===== config.mk =====
export PLATFORM = sky130hd
export DESIGN_NAME = sync_pattern_gen
export DESIGN_NICKNAME = d
export VERILOG_FILES = /design/src/rtl/sync_pattern_gen_pkg.sv /design/src/rtl/sync_pattern_gen_lfsr.sv /design/src/rtl/sync_pattern_gen.sv
export SDC_FILE = /design/constraint.sdc
export NUM_CORES = 1
export LEC_CHECK = 0
export ABC_CLOCK_PERIOD_IN_PS = 2500
export CORE_AREA = 2 2 67 94
export DETAILED_ROUTE_END_ITERATION = 7
export DIE_AREA = 0 0 69 96
export PLACE_DENSITY = 0.66
export SYNTH_ARGS = -nofsm -noshare
export SYNTH_HDL_FRONTEND = slang
export SYNTH_SLANG_ARGS = --single-unit

===== constraint.sdc =====
create_clock -name HFCLKOUT -period 2.5 [get_ports HFCLKOUT]
set_input_delay 0.5 -clock HFCLKOUT [delete_from_list [all_inputs] [get_ports HFCLKOUT]]
set_output_delay 0.5 -clock HFCLKOUT [all_outputs]
set_load 0.02 [all_outputs]

===== src/rtl/sync_pattern_gen_pkg.sv =====
`timescale 1ns/1ps
`default_nettype none
// ============================================================================
// Module   : sync_pattern_gen_pkg
// Purpose  : Shared definitions for the sync/pattern generator: FSM state
//            encoding, pattern-select codes, 720p60 default timing and the
//            PRBS7 seed.
// Ports    : none (package)
// Revision : 1.0 - initial release
// ============================================================================
package sync_pattern_gen_pkg;

    // FSM state encoding
    typedef enum logic [0:0] {
        ST_IDLE = 1'b0,
        ST_RUN  = 1'b1
    } state_e;

    // Pattern-select codes
    localparam logic [1:0] PAT_BARS    = 2'd0;
    localparam logic [1:0] PAT_RAMP    = 2'd1;
    localparam logic [1:0] PAT_CHECKER = 2'd2;
    localparam logic [1:0] PAT_PRBS    = 2'd3;

    // 720p60 default timing (clocks per line / lines per frame)
    localparam int DEF_H_ACTIVE = 1280;
    localparam int DEF_H_FP     = 110;
    localparam int DEF_H_SYNC   = 40;
    localparam int DEF_H_BP     = 220;
    localparam int DEF_V_ACTIVE = 720;
    localparam int DEF_V_FP     = 5;
    localparam int DEF_V_SYNC   = 5;
    localparam int DEF_V_BP     = 20;

    // PRBS7 frame-start seed
    localparam logic [6:0] PRBS_SEED = 7'h7F;

    // Counter width for a given total; at least 8 bits so the ramp byte and
    // the checkerboard bit select are always in range.
    function automatic int cnt_width(input int total);
        int w;
        w = $clog2(total);
        cnt_width = (w < 8) ? 8 : w;
    endfunction

endpackage
`default_nettype wire


===== src/rtl/sync_pattern_gen_lfsr.sv =====
`timescale 1ns/1ps
`default_nettype none
// ============================================================================
// Module   : sync_pattern_gen_lfsr
// Purpose  : PRBS7 generator (x^7 + x^6 + 1). Reloads the seed whenever
//            load_i is high and advances once for every step_i cycle.
//            value_o is the value to present for the current pixel.
// Ports    : rst_n    - synchronous active-low reset
//            HFCLKOUT - clock
//            load_i   - frame start: present the seed this cycle
//            step_i   - active pixel: advance after this cycle
//            value_o  - current 7-bit LFSR value
// Revision : 1.0 - initial release
// ============================================================================
module sync_pattern_gen_lfsr
    import sync_pattern_gen_pkg::*;
(
    input  logic       rst_n,
    input  logic       HFCLKOUT,
    input  logic       load_i,
    input  logic       step_i,
    output logic [6:0] value_o
);

    logic [6:0] lfsr_q;
    logic [6:0] lfsr_d;

    always_comb begin
        // The seed must appear on the very first pixel, so the load bypasses
        // the register rather than waiting a cycle.
        value_o = load_i ? PRBS_SEED : lfsr_q;
        lfsr_d  = step_i ? {value_o[5:0], value_o[6] ^ value_o[5]} : value_o;
    end

    always_ff @(posedge HFCLKOUT) begin
        if (!rst_n) begin
            lfsr_q <= PRBS_SEED;
        end else begin
            lfsr_q <= lfsr_d;
        end
    end

endmodule
`default_nettype wire


===== src/rtl/sync_pattern_gen.sv =====
`timescale 1ns/1ps
`default_nettype none
// ============================================================================
// Module   : sync_pattern_gen
// Purpose  : Video timing generator (default 720p60) with test patterns:
//            colour bars, ramp, checkerboard and optional PRBS7.
//            Build option: define SYNC_PATTERN_GEN_PRBS_EN to include the
//            PRBS7 pattern (code 3); otherwise code 3 outputs 0x00.
// Ports    : rst_n         - synchronous active-low reset
//            HFCLKOUT      - pixel clock
//            en_i          - request pattern output
//            pattern_sel_i - pattern select, sampled at frame start
//            hsync_o       - horizontal sync (active level SYNC_POL)
//            vsync_o       - vertical sync (active level SYNC_POL)
//            de_o          - data enable
//            data_o        - pixel byte, 0x00 outside active video
//            frame_start_o - pulse with the first active pixel of a frame
//            frame_cnt_o   - completed frame count (wraps)
// Revision : 1.0 - initial release
// ============================================================================
module sync_pattern_gen
    import sync_pattern_gen_pkg::*;
#(
    parameter int   H_ACTIVE = DEF_H_ACTIVE,
    parameter int   H_FP     = DEF_H_FP,
    parameter int   H_SYNC   = DEF_H_SYNC,
    parameter int   H_BP     = DEF_H_BP,
    parameter int   V_ACTIVE = DEF_V_ACTIVE,
    parameter int   V_FP     = DEF_V_FP,
    parameter int   V_SYNC   = DEF_V_SYNC,
    parameter int   V_BP     = DEF_V_BP,
    parameter logic SYNC_POL = 1'b1
) (
    input  logic        rst_n,
    input  logic        HFCLKOUT,
    input  logic        en_i,
    input  logic [1:0]  pattern_sel_i,
    output logic        hsync_o,
    output logic        vsync_o,
    output logic        de_o,
    output logic [7:0]  data_o,
    output logic        frame_start_o,
    output logic [15:0] frame_cnt_o
);

    localparam int H_TOTAL  = H_ACTIVE + H_FP + H_SYNC + H_BP;
    localparam int V_TOTAL  = V_ACTIVE + V_FP + V_SYNC + V_BP;
    localparam int HCW      = cnt_width(H_TOTAL);
    localparam int VCW      = cnt_width(V_TOTAL);
    localparam int HS_START = H_ACTIVE + H_FP;
    localparam int HS_END   = HS_START + H_SYNC;
    localparam int VS_START = V_ACTIVE + V_FP;
    localparam int VS_END   = VS_START + V_SYNC;
    localparam int BAR_W    = (H_ACTIVE / 8 > 0) ? (H_ACTIVE / 8) : 1;

    state_e          state_q,       state_d;
    logic [HCW-1:0]  hcnt_q,        hcnt_d;
    logic [VCW-1:0]  vcnt_q,        vcnt_d;
    logic [1:0]      pat_q,         pat_d;
    logic            hsync_q,       hsync_d;
    logic            vsync_q,       vsync_d;
    logic            de_q,          de_d;
    logic [7:0]      data_q,        data_d;
    logic            frame_start_q, frame_start_d;
    logic [15:0]     frame_cnt_q,   frame_cnt_d;

    logic            running;
    logic            at_origin;
    logic            h_last;
    logic            v_last;
    logic            pix_act;
    logic [1:0]      pat_cur;
    logic [HCW-1:0]  bar_idx;
    logic [2:0]      bar_val;
    logic [7:0]      pix_data;

    // ------------------------------------------------------------------
    // Counter-state decode
    // ------------------------------------------------------------------
    always_comb begin
        running   = (state_q == ST_RUN);
        at_origin = (hcnt_q == '0) && (vcnt_q == '0);
        h_last    = (hcnt_q == HCW'(H_TOTAL - 1));
        v_last    = (vcnt_q == VCW'(V_TOTAL - 1));
        pix_act   = running && (hcnt_q < HCW'(H_ACTIVE)) && (vcnt_q < VCW'(V_ACTIVE));
        // The select is taken at the frame origin and used for that same
        // first pixel, so it bypasses the holding register there.
        pat_cur   = at_origin ? pattern_sel_i : pat_q;
    end

`ifdef SYNC_PATTERN_GEN_PRBS_EN
    logic [6:0] lfsr_val;

    sync_pattern_gen_lfsr u_lfsr (
        .rst_n    (rst_n),
        .HFCLKOUT (HFCLKOUT),
        .load_i   (at_origin),
        .step_i   (pix_act),
        .value_o  (lfsr_val)
    );
`endif

    // ------------------------------------------------------------------
    // Pixel data
    // ------------------------------------------------------------------
    always_comb begin
        bar_idx = hcnt_q / HCW'(BAR_W);
        // Clamp so a width not divisible by 8 still ends on the last bar.
        bar_val = (bar_idx > HCW'(7)) ? 3'd7 : bar_idx[2:0];

        case (pat_cur)
            PAT_BARS:    pix_data = {bar_val, 5'b0_0000};
            PAT_RAMP:    pix_data = hcnt_q[7:0];
            PAT_CHECKER: pix_data = (hcnt_q[4] ^ vcnt_q[4]) ? 8'hFF : 8'h00;
            default: begin
`ifdef SYNC_PATTERN_GEN_PRBS_EN
                pix_data = {1'b0, lfsr_val};
`else
                pix_data = 8'h00;
`endif
            end
        endcase
    end

    // ------------------------------------------------------------------
    // Next-state and registered-output logic
    // ------------------------------------------------------------------
    always_comb begin
        state_d = state_q;
        hcnt_d  = hcnt_q;
        vcnt_d  = vcnt_q;

        case (state_q)
            ST_IDLE: begin
                hcnt_d = '0;
                vcnt_d = '0;
                if (en_i) begin
                    state_d = ST_RUN;
                end
            end
            ST_RUN: begin
                if (h_last) begin
                    hcnt_d = '0;
                    if (v_last) begin
                        vcnt_d = '0;
                        // Leave only at the frame wrap so frames always complete.
                        if (!en_i) begin
                            state_d = ST_IDLE;
                        end
                    end else begin
                        vcnt_d = vcnt_q + 1'b1;
                    end
                end else begin
                    hcnt_d = hcnt_q + 1'b1;
                end
            end
            default: state_d = ST_IDLE;
        endcase

        pat_d   = pat_cur;
        de_d    = pix_act;
        data_d  = pix_act ? pix_data : 8'h00;
        hsync_d = (running && (hcnt_q >= HCW'(HS_START)) && (hcnt_q < HCW'(HS_END)))
                  ? SYNC_POL : ~SYNC_POL;
        // vcnt only moves on the hcnt wrap, so vsync edges track hcnt == 0.
        vsync_d = (running && (vcnt_q >= VCW'(VS_START)) && (vcnt_q < VCW'(VS_END)))
                  ? SYNC_POL : ~SYNC_POL;
        frame_start_d = running && at_origin;
        frame_cnt_d   = frame_cnt_q;
        if (pix_act && (hcnt_q == HCW'(H_ACTIVE - 1)) && (vcnt_q == VCW'(V_ACTIVE - 1))) begin
            frame_cnt_d = frame_cnt_q + 16'd1;
        end
    end

    always_ff @(posedge HFCLKOUT) begin
        if (!rst_n) begin
            state_q       <= ST_IDLE;
            hcnt_q        <= '0;
            vcnt_q        <= '0;
            pat_q         <= PAT_BARS;
            hsync_q       <= ~SYNC_POL;
            vsync_q       <= ~SYNC_POL;
            de_q          <= 1'b0;
            data_q        <= 8'h00;
            frame_start_q <= 1'b0;
            frame_cnt_q   <= 16'd0;
        end else begin
            state_q       <= state_d;
            hcnt_q        <= hcnt_d;
            vcnt_q        <= vcnt_d;
            pat_q         <= pat_d;
            hsync_q       <= hsync_d;
            vsync_q       <= vsync_d;
            de_q          <= de_d;
            data_q        <= data_d;
            frame_start_q <= frame_start_d;
            frame_cnt_q   <= frame_cnt_d;
        end
    end

    assign hsync_o       = hsync_q;
    assign vsync_o       = vsync_q;
    assign de_o          = de_q;
    assign data_o        = data_q;
    assign frame_start_o = frame_start_q;
    assign frame_cnt_o   = frame_cnt_q;

endmodule
`default_nettype wire


### After elaboration in Yosys (flattened, before gate mapping)

Index checks and enable logic that the tools add are counted.

| storage, ports and cells | value |
|---|---|
| flip-flop bits (word level) | 52 |
| input port bits | 5 |
| output and inout bits | 28 |
| logic and storage cells | 59 |

| operators by class | value |
|---|---|
| reduce and logical (&&, ||, !) cells | 14 |
| muxes and demuxes | 15 |
| bitwise gates (word level) | 2 |
| magnitude comparators | 7 |
| equal/unequal tests | 7 |
| add/subtract/negate cells | 3 |
| div/mod/pow operators | 1 |

Operators with widths:

| cell | number |
|---|---|
| 8-bit one-hot mux with 3 select lines | 1 |
| 11-bit == test, second input constant | 2 |
| 11-bit less-than comparator, second input constant | 2 |
| 11-bit one-hot mux with 2 select lines | 1 |
| 10-bit == test, second input constant | 2 |
| 10-bit less-than comparator, second input constant | 2 |
| 10-bit 2-to-1 mux | 2 |
| 10-bit one-hot mux with 2 select lines | 1 |
| 16-bit by 1-bit adder with 16-bit output, second input constant | 1 |
| 11-bit by 1-bit adder with 11-bit output, second input constant | 1 |
| 11-bit by 8-bit divider with 11-bit output, second input constant | 1 |
| 11-bit greater-or-equal comparator, second input constant | 1 |
| 11-bit by 3-bit > comparator with 1-bit output, second input constant | 1 |
| 11-bit zero test | 1 |
| 11-bit 2-to-1 mux | 1 |
| 10-bit by 1-bit adder with 10-bit output, second input constant | 1 |
| 10-bit greater-or-equal comparator, second input constant | 1 |
| 1-bit logical AND | 10 |
| 10-bit zero test | 1 |
| 8-bit 2-to-1 mux | 1 |
| 1-bit 2-to-1 mux | 5 |
| 3-bit 2-to-1 mux | 1 |
| 2-bit by 1-bit == test with 1-bit output, second input constant | 1 |
| 2-bit == test, second input constant | 1 |
| other kinds (7) | 7 |

### Logic depth before layout (Yosys ltp)

| logic depth | value |
|---|---|
| depth in word-level cells | 5 |
| mapped depth | 9 |
| depth with buffers taken out | 8 |

### Worst setup path before layout

Ideal clock, no wire load.

| timing | value |
|---|---|
| path type | register to register |
| start | reg vcnt_q[0] |
| end | reg data_q[6] (netlist: data_o[6]) |
| period minus slack after synthesis | 2.097 ns |
| cell stages (with the launch flop) | 9 |
| required time | 2.367 ns |
| path slack | 0.403 ns |
| data arrival time | 1.963 ns |
| cells stage by stage | dfxtp_1 > inv_1 > ha_1 > nor4b_1 > nand3_1 > nor3_1 > mux2i_1 > mux2i_1 > o22ai_1 |

| on the way | value |
|---|---|
| longest elaborated chain between the ends | 5 |
| elaborated cells between the ends (all ways) | 10 |
| those cells by class | 1 x order compare; 2 x eq/ne; 2 x mux; 5 x reduce/logical |

Ends and longest elaborated chain:

| item | RTL line | source |
|---|---|---|
| start, declared | sync_pattern_gen.sv:58 | `logic [VCW-1:0] vcnt_q, vcnt_d;` |
| start signal, assigned | sync_pattern_gen.sv:190 | `vcnt_q <= vcnt_d;` |
| 10-bit zero test | sync_pattern_gen.sv:82 | `at_origin = (hcnt_q == '0) && (vcnt_q == '0);` |
| 1-bit logical AND | sync_pattern_gen.sv:82 |  |
| 2-bit 2-to-1 mux | sync_pattern_gen.sv:88 | `pat_cur = at_origin ? pattern_sel_i : pat_q;` |
| 2-bit == test, or another cell as far along | sync_pattern_gen.sv:111 | `case (pat_cur)` |
| 8-bit one-hot mux with 3 select lines | sync_pattern_gen.sv:111 |  |
| end signal, assigned | sync_pattern_gen.sv:195 | `data_q <= data_d;` |
| end, declared | sync_pattern_gen.sv:63 | `logic [7:0] data_q, data_d;` |

Several ways; a longest one is shown, not always the timed one.
A chain may end at the register's enable or synchronous reset.

### Final worst setup path

| timing | value |
|---|---|
| start | reg hcnt_q[8] |
| end | reg vcnt_q[5] |

| on the way | value |
|---|---|
| longest elaborated chain between the ends | 2 |

Ends and longest elaborated chain:

| item | RTL line | source |
|---|---|---|
| start, declared | sync_pattern_gen.sv:57 | `logic [HCW-1:0] hcnt_q, hcnt_d;` |
| start signal, assigned | sync_pattern_gen.sv:189 | `hcnt_q <= hcnt_d;` |
| 11-bit == test | sync_pattern_gen.sv:83 | `h_last = (hcnt_q == HCW'(H_TOTAL - 1));` |
| 2-bit by 1-bit != test with 1-bit output (no line) | n/a |  |

Every way passes these cells.

==> results_dict.tcl <==
set metrics [dict create \
    outcome "finished, final reports clean" \
    power.switching_uw 316 \
    worstMarginPinSlew_ns 0.532 \
    timing.max_cap.violations 0 \
    route.detailed.drc 0 \
    grt_max_degree 21 \
    vdd.ir_drop.worst_v 0.000251 \
    total_leakage_power_uw 0.00112 \
    seq_power_share 0.601 \
    die_outline_area_um2 6620 \
    synthesis.area_per_instance_um2 8.47 \
    n_antenna_cell 0 \
    comb_power_share 0.051 \
    yosysTopAreaCellShare 0.410 \
    finalSetupTns_ns 0 \
    pin_count 33 \
    count_of_mapped_cells_out_of_synthesis 300 \
    worst-setup-path-type "flop to flop" \
    power_switching_share 0.225 \
    worstPathArrival_ns 2.52 \
    cts_sinks 52 \
    clk_pin_slew_worst_paths_ns 0.10 \
    cts-root-buf "clkbuf_8" \
    drt_wl_total_mm 5.50 \
    synth_cell_type_count 45 \
    wl_per_cell_um 13.4 \
    number_of_buffers_on_the_longest_clock_path 2 \
    startpoint_type "flop" \
    synth-seq-area-share 0.410 \
    route.detailed.vias_per_inst 5.23 \
    worst_ep_required_time_ns 2.75 \
    firstDrtPassIters 4 \
    worst_skew_pair.late_latency_ns 0.31 \
    setup.worst_path.end_class "flop" \
    cts_buffers 5 \
    syn-num-nets 313 \
    finalSetupViolations 0 \
    vias 2143 \
    unrepaired_setup_endpoints_after_global_routing "no" \
    yosys_register_bits 52 \
    post-route-period-util 0.910 \
    final_antenna_net_count 0 \
    final-instance-count-excl-fill 410 \
    class_of_the_most_critical_hold_timing_path "flop to flop" \
    ys.warnings.count 0 \
    placementRows 33 \
    place.detailed.hpwl_mm 4.19 \
    fmaxAchievable_ghz 0.440 \
    cts_htree_levels 2 \
    place_inst 403 \
    post-route-min-period_ns 2.27 \
    post_synth_main_area_contributors "dfxtp_1, xnor2_1, nor2_1, xor2_1, ha_1" \
    power_per_cell_area_nw_per_um2 453 \
    skew_ns 0.0133 \
    antenna_found_initial 0 \
    timing.slew.headroom 0.643 \
    hold_violations 0 \
    grtUsageTotal 0.174 \
    die_x_um 69 \
    cts_tree "built" \
    die-height_um 96 \
    holdBufCountCts 0 \
    first_global_vias 2076 \
    layout-drive-gt1-share 0.0912 \
    netlist_area_um2 2540 \
    initial_core_util 0.439 \
    netlist.top_cell.by_area "dfxtp_1" \
    globalplace.congestion 0.831 \
    grt_pass1_wl_mm 9.34 \
    detailedRoute.firstIterationViolations 86 \
    io_buffers 32 \
    slew_violations 0 \
    core_footprint_um2 5780 \
    layout-area-overhead-vs-synth_pct 22.2 \
    grt_remaining_overflow 0 \
    critical_path.max_fanout 9 \
    internal_power_uw 1090 \
    power.share.clock 0.348 \
    design.final.nets 353 \
]
## cell usage after synthesis, drive strengths merged
cell	number
a211oi	2
a21boi	5
a21oi	14
a221oi	1
a311oi	1
a31oi	3
and2	13
and3	3
and4	1
buf	5
clkbuf	9
dfxtp	52
ha	8
inv	13
mux2i	5
nand2	20
nand2b	5
nand3	18
nand3b	3
nand4	5
nand4b	1
nor2	34
nor2b	5
nor3	9
nor3b	3
nor4	6
nor4b	1
o21a	1
o21ai	11
o21bai	1
o22ai	1
o32ai	1
or2	2
or3	6
or4	3
xnor2	15
xor2	14
## repair_timing
item | CTS | global route
resized for setup | 0 | 2
buffers inserted | 0 | 0
endpoints found under the setup margin | 0 | 7
## metrics by stage
step	hold WS (ns)	cell area [µm²]	util	setup WS, ns	total power [µW]
finish	0.526	3100	0.537	0.225	1410
global route	0.575	3100	0.537	0.0688	1460
CTS	0.531	3090	0.535	0.229	1420
detailed placement	0.517	3000	0.519	0.244	933
global placement	0.490	3000	0.519	0.276	933
floorplan	0.468	2540	-	0.403	900
## path summary, 6_finish.rpt
kind / start / endpoint / slack [ns] / depth (start not counted)
worst min register to register: frame_cnt_o[5] / frame_cnt_o[5] / 0.53 / 2
worst max-delay path: hcnt_q[8] / vcnt_q[5] / 0.23 / 6
worst min-delay path: frame_cnt_o[5] / frame_cnt_o[5] / 0.53 / 2
worst max register to register: hcnt_q[8] / vcnt_q[5] / 0.23 / 6
## layout by cell type, fill, tap and decap left out, types with 8 or more instances in the layout
cell type and n:
dfxtp_1 52, o21ai_0 10, nor3_1 9, nand3_1 18
nor2_1 34, ha_1 8, xnor2_1 15, buf_4 15
nand2_1 20, clkdlybuf4s50_1 32, inv_1 13, a21oi_1 14
xor2_1 14, and2_1 12
## flip-flops by register name, indices dropped and copies added, names as in the netlist
| signal | count |
|---|---|
| pat_q | 2 |
| vsync_o | 1 |
| hcnt_q | 11 |
| vcnt_q | 10 |
| data_o | 8 |
| running | 1 |
| hsync_o | 1 |
| frame_cnt_o | 16 |
| de_o | 1 |
| frame_start_o | 1 |
## worst max-delay path, cell delays in order (launching register included)
cell and delay [ns]:
dfxtp_1 0.37, or4_4 0.56, or3_1 0.54, a211oi_2 0.34, nand4_1 0.16, xor2_1 0.17
nor2_1 0.08
## layer usage
metal | track usage | part of all wire | vias up | wire [µm]
met5 | 0 | 0 | - | 0
met4 | 0.0703 | 0.021 | 0 | 117
met3 | 0.0356 | 0.037 | 10 | 206
met2 | 0.325 | 0.51 | 52 | 2790
met1 | 0.194 | 0.43 | 985 | 2390
li1 | - | - | 1096 | -
## area by class of cell
class,instances,area [µm²]
clock inverter,1,8.76
sequential,52,1040
fill,551,2680
inverter,13,48.8
tap,70,87.6
clock buffer,6,82.6
timing repair buffer,47,433
multi-input combinational,221,1400
## power by group through the flow
stage / clock [µW] / combinational, µW / sequential, µW
after floorplan: 0 / 35.5 / 865
after global placement: 0 / 69.9 / 863
after detailed placement: 0 / 70.4 / 863
after CTS: 507 / 70.5 / 844
after global routing: 532 / 79.6 / 846
final: 489 / 71.7 / 844
## cell families after synthesis
family | count (synthesis) | share of synthesized area
adder cells (fa/ha/maj) | 8 | 0.0394
buffers and inverters | 27 | 0.0424
multiplexers | 5 | 0.0197
AO/OA/AOI/OAI | 41 | 0.0995
AND/OR/NAND/NOR | 138 | 0.289
XOR/XNOR | 29 | 0.100
flip-flops | 52 | 0.410
No activity file was read; power rests on OpenSTA's default activity.
